[src/rtl/fifo_controller.sv]
// rtl/fifo_controller.sv - packet-level write/read controller for the router fifo_memory
module fifo_controller #(
  parameter int DEPTH     = 3,
  parameter int WIDTH     = 11,
  parameter int UWIDTH    = 8,
  parameter int PTR_SZ    = 2,
  parameter int PTR_IN_SZ = 4
) (
  input  logic                 clk,
  input  logic                 rst_n,
  input  logic                 flush,
  input  logic                 in_valid,
  output logic                 in_ready,
  input  logic [UWIDTH-1:0]    in_data,
  input  logic                 in_last,
  output logic                 out_valid,
  input  logic                 out_ready,
  output logic [UWIDTH-1:0]    out_data,
  output logic                 out_last,
  output logic [PTR_SZ:0]      count,
  output logic                 ovf_err,
  output logic                 mem_write_en,
  output logic [PTR_SZ-1:0]    mem_waddr,
  output logic [PTR_IN_SZ-1:0] mem_waddr_in,
  output logic [UWIDTH-1:0]    mem_wdata,
  output logic                 mem_read_en,
  output logic [PTR_SZ-1:0]    mem_raddr,
  output logic [PTR_IN_SZ-1:0] mem_raddr_in,
  input  logic [UWIDTH-1:0]    mem_rdata
);

  typedef enum logic {W_FILL = 1'b0, W_DROP = 1'b1} wstate_t;

  localparam logic [PTR_SZ:0]      FULL_CNT = (PTR_SZ+1)'(DEPTH);
  localparam logic [PTR_SZ-1:0]    LAST_PTR = PTR_SZ'(DEPTH-1);
  localparam logic [PTR_IN_SZ-1:0] LAST_IDX = PTR_IN_SZ'(WIDTH-1);

  wstate_t               wstate_q, wstate_d;
  logic [PTR_SZ-1:0]     wptr_q, wptr_d, rptr_q, rptr_d;
  logic [PTR_IN_SZ-1:0]  widx_q, widx_d, ridx_q, ridx_d;
  logic [PTR_SZ:0]       count_q, count_d;
  logic                  ovf_q, ovf_d;
  logic [PTR_IN_SZ-1:0]  len_q [DEPTH];
  logic [PTR_IN_SZ-1:0]  len_d [DEPTH];
  logic                  commit, rd_acc, rel;

  always_comb begin
    wstate_d = wstate_q;
    wptr_d   = wptr_q;
    rptr_d   = rptr_q;
    widx_d   = widx_q;
    ridx_d   = ridx_q;
    count_d  = count_q;
    ovf_d    = 1'b0;
    len_d    = len_q;

    in_ready     = (wstate_q == W_FILL) ? (count_q != FULL_CNT) : 1'b1;
    mem_write_en = ~flush & in_valid & in_ready & (wstate_q == W_FILL);
    mem_waddr    = wptr_q;
    mem_waddr_in = widx_q;
    mem_wdata    = in_data;
    commit       = mem_write_en & (in_last | (widx_q == LAST_IDX));

    out_valid    = (count_q != '0);
    mem_read_en  = out_valid & ~flush;
    mem_raddr    = rptr_q;
    mem_raddr_in = ridx_q;
    out_data     = mem_rdata;
    out_last     = out_valid & (ridx_q == len_q[rptr_q] - 1'b1);
    rd_acc       = mem_read_en & out_ready;
    rel          = rd_acc & out_last;

    if (mem_write_en) widx_d = widx_q + 1'b1;
    if (commit) begin
      len_d[wptr_q] = widx_q + 1'b1;
      widx_d        = '0;
      wptr_d        = (wptr_q == LAST_PTR) ? '0 : wptr_q + 1'b1;
      // Oversize packet: keep the truncated head, swallow the rest up to in_last
      if (!in_last) begin
        wstate_d = W_DROP;
        ovf_d    = 1'b1;
      end
    end
    if (!flush && wstate_q == W_DROP && in_valid && in_last) wstate_d = W_FILL;

    if (rd_acc) begin
      ridx_d = ridx_q + 1'b1;
      if (out_last) begin
        ridx_d = '0;
        rptr_d = (rptr_q == LAST_PTR) ? '0 : rptr_q + 1'b1;
      end
    end

    case ({commit, rel})
      2'b10:   count_d = count_q + 1'b1;
      2'b01:   count_d = count_q - 1'b1;
      default: count_d = count_q;
    endcase

    // Lengths survive a flush; only pointers and occupancy are cleared
    if (flush) begin
      wstate_d = W_FILL;
      wptr_d   = '0;
      rptr_d   = '0;
      widx_d   = '0;
      ridx_d   = '0;
      count_d  = '0;
      ovf_d    = 1'b0;
    end
  end

  always_ff @(posedge clk or negedge rst_n) begin
    if (!rst_n) begin
      wstate_q <= W_FILL;
      wptr_q   <= '0;
      rptr_q   <= '0;
      widx_q   <= '0;
      ridx_q   <= '0;
      count_q  <= '0;
      ovf_q    <= 1'b0;
      for (int i = 0; i < DEPTH; i++) len_q[i] <= '0;
    end else begin
      wstate_q <= wstate_d;
      wptr_q   <= wptr_d;
      rptr_q   <= rptr_d;
      widx_q   <= widx_d;
      ridx_q   <= ridx_d;
      count_q  <= count_d;
      ovf_q    <= ovf_d;
      len_q    <= len_d;
    end
  end

  assign count   = count_q;
  assign ovf_err = ovf_q;

endmodule
[config.mk]
export PLATFORM = sky130hd
export DESIGN_NAME = fifo_controller
export DESIGN_NICKNAME = d
export VERILOG_FILES = /design/src/rtl/fifo_controller.sv
export SDC_FILE = /design/constraint.sdc
export NUM_CORES = 1
export LEC_CHECK = 0
export ABC_AREA = 1
export CAP_MARGIN = 25
export CORE_MARGIN = 5
export CORE_UTILIZATION = 30
export CTS_BUF_LIST = sky130_fd_sc_hd__clkbuf_4 sky130_fd_sc_hd__clkbuf_8
export DETAILED_ROUTE_END_ITERATION = 6
export PLACE_DENSITY = 0.58
export SLEW_MARGIN = 20
export SYNTH_ARGS = -nofsm -noshare
export SYNTH_HDL_FRONTEND = slang
export SYNTH_SLANG_ARGS = --single-unit
[constraint.sdc]
create_clock -name clk -period 7.46 [get_ports clk]
set_input_delay 1.492 -clock clk [delete_from_list [all_inputs] [get_ports clk]]
set_output_delay 1.492 -clock clk [all_outputs]
set_load 0.01 [all_outputs]
Word level (Yosys, flattened, before mapping)
Index checks and enable logic that the tools add are counted.

cells by class
  $add $sub $neg = 7
  order comparisons = 3
  equality and inequality tests = 8
  mux-type cells = 29
  bitwise operators = 13
  reduce and logical (&&, ||, !) cells = 14

operator list
  operator                                                  count
  2-to-1 mux 4 bit                                          9
  2-to-1 mux 2 bit                                          7
  bitwise mux 12 bit                                        1
  nonzero test 3 bit                                        4
  adder 4 x 1 -> 4 bit, second input constant               2
  AND 1 bit                                                 8
  binary-select mux 4 bit (select 2 bit)                    1
  demux 4 bit (select 2 bit)                                1
  2-to-1 mux 1 bit                                          8
  == test 2 bit, second input constant                      3
  greater-or-equal comparator 3 bit, second input constant  2
  inequality test 3 x 2 -> 1 bit, second input constant     2
  NOT 2 -> 3 bit                                            2
  case mux 3 bit (2 select lines)                           1
  nonzero test 2 bit                                        3
  adder 2 x 1 -> 2 bit, second input constant               2
  == test 4 bit                                             1
  == test 4 bit, second input constant                      1
  logical AND 1 bit                                         4
  AND reduction 2 bit                                       2
  subtractor 4 x 1 -> 4 bit, second input constant          1
  adder 3 x 1 -> 3 bit, second input constant               1
  < comparator 3 x 1 -> 1 bit, second input constant        1
  2-to-1 mux 3 bit                                          1
  other kinds (5)                                           6

word-level totals
  bits in registers = 29
  input bits = 22
  output and inout bits = 37
  logic and storage cells = 84

Logic depth before layout (Yosys ltp)
  depth in word-level cells = 11
  gate-level depth with buffers = 18
  mapped depth without buffers = 17

Worst setup path after synthesis
OpenSTA, ideal clock, no wires.

  path kind = reg2out
  from = register rptr_q[0], in the netlist mem_raddr[0]
  to = output out_last
  data arrival time = 1836 ps
  required time = 5968 ps
  slack = 4132 ps
  stages on the path, launching flop included = 13
  path buffers = 1
  cell sequence = dfrtp_1 > buf_6 > nor2_4 > nand2_1 > nand3_2 > inv_1 > ha_1 > xnor2_1 > nor2_1 > nand3_1 > nor2_4 > nand2_1 > inv_1

between the ends
  word-level cells in the longest chain between the ends = 7

RTL lines
  item                                                  line  source
  start, declared                                       39    logic [PTR_SZ-1:0] wptr_q, wptr_d, rptr_q, rptr_d;
  start signal, assigned                                125   rptr_q <= rptr_d;
  NOT 2 -> 3 bit (implied by the code)                  69    out_last = out_valid & (ridx_q == len_q[rptr_q] - 1'b1);
  binary-select mux 4 bit (select 2 bit)                69
  2-to-1 mux 4 bit (implied by the code) (2 in series)  69
  subtractor 4 x 1 -> 4 bit                             69
  == test 4 bit                                         69
  AND 1 bit                                             69
  end, declared                                         19    output logic out_last,

No other way between the ends. The select of a mux whose other input is x is not followed.

Worst setup path after layout
  from = input flush
  to = output mem_write_en

between the ends
  word-level cells in the longest chain between the ends = 4

RTL lines
  item                     line  source
  start, declared          11    input logic flush,
  NOT 1 bit                58    mem_write_en = ~flush & in_valid & in_ready & (wstate_q == W_FILL);
  AND 1 bit (3 in series)  58
  end, declared            22    output logic mem_write_en,

No other way between the ends.

==> results.toml <==
[global_routing]
antenna_found_initial = 0
grt.total_usage_pct = 10.7
grt_overflow = 0
grt_pass1_vias = 1407
grt_first_pass_wirelength_mm = 6.32
grt_max_degree = 30

[synthesis]
synth_compound_area_share_pct = 10.1
syn_area_mm2 = 0.00171
syn_inst = 207
synth-simple-area-share_pct = 25.8
syn_nets = 234
synth.distinct_cells = 27
synth_warnings = 0
yosysSeqAreaShare_pct = 42.4
synth_top_family_by_area = "simple AND/OR/NAND/NOR gates"
synth_area_per_cell_um2 = 8.27
synth_mux_area_share_pct = 0
ys.flop_type = "dfrtp_1"
ys_seq_elements = 29
synth_edf_count = 0
async_flop_share_pct = 100
yosys.area_share.xor_xnor_pct = 3.58
yosys.area_share.adder_pct = 4.09

[final_layout]
layout_commonest_cell = "nand2_1"
diodes = 0
final_net_count = 251
final_util_pct = 37.4
layout_common_cells = "nand2_1, dfrtp_1, inv_1, clkdlybuf4s50_1, nand3_1"
drive_above_1_share_pct = 9.33
area_growth_pct = 21.1
fill_cells = 596

[sta]
tightest_slew_ns = 0.378
grt_setup_unrepaired = "no"
finClkSkew_ns = 0.00721
finalCritPeriodShare_pct = 59.9
finalSetupViolations = 0
final-max-slew-violation-count = 0
period_minus_slack_ns = 4.47
tns_ns = 0
final-hold-violation-count = 0
clock.fmax_mhz = 224
worst_slew_margin_rel_pct = 74.6

[floorplanning]
dieArea_mm2 = 0.00732
start_util_pct = 30.9
core_mm2 = 0.00554
die_h_um = 85.5
placementRows = 27
ios = 59
die_x_um = 85.5

[placement]
port_buffers = 26
post-dp-hpwl_mm = 2.63
place.gp.congestion = 0.810

[clocking]
clock-sinks = 29
post_cts_buffers = 0
cts-resized-gates = 0
root_buffer = "clkbuf_8"
cts_inserted_buffers = 5
cts_tree = "built"
cts_hold_buf = 0
clk_pin_slew_ns = 0.06
cts.htree.levels = 2
cts_buffer_depth = 2
clk_latency_ns = 0.29

[detailed_routing]
dr.pass1.iters = 2
wl_mm = 3.51
wl_per_cell_um = 11.8
vias_per_cell = 4.47
drc_errors = 0
dr.first_iter.drc_count = 80
dr_total_vias = 1327
ant_nets = 0

[power_and_ir_drop]
pwr-share-seq_pct = 37.9
internal_power_mw = 0.358
switchingPower_mw = 0.140
p_sw_share_pct = 28.1
pwr_density_cell_mw_per_mm2 = 240
p_clk_share_pct = 39.6
total_power_mw = 0.498
p_leak_nw = 0.950
max-vdd-ir-drop_uv = 131
comb_power_share_pct = 22.5

[outcome]
status = "complete, no violations"

[setup_path]
required_ns = 5.97
start_kind = "primary input"
crit_type = "in -> out"
end_kind = "output port"
crit_fanout = 7
arrival_ns = 2.97

[hold_path]
min_path_type = "reg -> reg"

[run]
drv_cap = 0
[stage by stage]
stage          cell area [µm²]  setup slack, ns  std cells  hold WS (ns)
6_report                  2070             2.99        297         0.485
5_1_grt                   2070             2.86        297         0.513
4_1_cts                   2070             2.97        297         0.492
3_3_place_gp              1940             3.02        289         0.472
2_1_floorplan             1710             4.13        207         0.453
3_5_place_dp              1940             2.97        289         0.475
[synthesized netlist by cell type (3+ instances only)]
master / number / area [µm²]
o21ai_1: 3 / 15.0
nand2_1: 45 / 169
buf_4: 16 / 120
nor3_1: 4 / 20.0
nand4_1: 3 / 18.8
nor2_4: 3 / 33.8
xor2_1: 4 / 35.0
ha_1: 4 / 50.1
nand3_1: 20 / 100
dfrtp_1: 29 / 726
o21ai_0: 17 / 85.1
xnor2_1: 3 / 26.3
inv_1: 28 / 105
nor2_1: 10 / 37.5
[kinds of logic after synthesis]
group,after synthesis
AOI/OAI and AO/OA,29
xor gates and xnor gates,7
adders and majority gates,5
and+or+nand+nor,91
buffers and inverters,46
DFF,29
[metal layers]
metal	wire length, µm	global-route usage [%]
met5	0	0
met4	59	4.17
met3	160	3.36
met2	1580	17.2
met1	1700	13.2
[layout make-up]
cell class / instances / area, µm² / share of cell area [%]
clock buffers: 5 / 68.8 / 3.32
clock inverters: 3 / 65.1 / 3.14
inverters: 29 / 109 / 5.25
multi-input cells: 132 / 746 / 36.0
flip-flops and latches: 29 / 726 / 35.0
well taps: 72 / 90.1 / 4.35
repair buffers: 27 / 268 / 12.9
[critical path: stages]
cell             delay [ns]
clkdlybuf4s50_1        0.55
inv_1                  0.16
nand4_1                0.10
inv_1                  0.12
clkdlybuf4s50_1        0.55
[registers in the layout, indices dropped and copies added, names as in the netlist]
signal	flops
count	3
len_q	12
mem_raddr	2
mem_raddr_in	4
mem_waddr	2
mem_waddr_in	4
ovf_err	1
wstate_q	1
[power groups by stage]
stage | Combinational (mW) | Sequential [mW] | Clock, mW
finish | 0.112 | 0.189 | 0.197
global route | 0.127 | 0.192 | 0.209
CTS | 0.114 | 0.189 | 0.203
detailed placement | 0.114 | 0.192 | 0
global placement | 0.113 | 0.192 | 0
floorplan | 0.0730 | 0.193 | 0
[worst paths after layout]
check,startpoint,endpoint,slack [ns],cells after the start
setup / recovery,flush,mem_write_en,2.99,5
hold / removal,len_q[6]$_DFFE_PN0P_,len_q[6]$_DFFE_PN0P_,0.48,2
setup reg to reg,mem_raddr[0]$_DFFE_PN0P_,count[1]$_DFFE_PN0P_,4.68,15
hold reg to reg,len_q[6]$_DFFE_PN0P_,len_q[6]$_DFFE_PN0P_,0.48,2
max in group asynchronous,rst_n,count[2]$_DFFE_PN0P_,5.59,2
min in group asynchronous,rst_n,mem_waddr_in[2]$_DFFE_PN0P_,1.59,2
(Power assumes the default switching activity.)
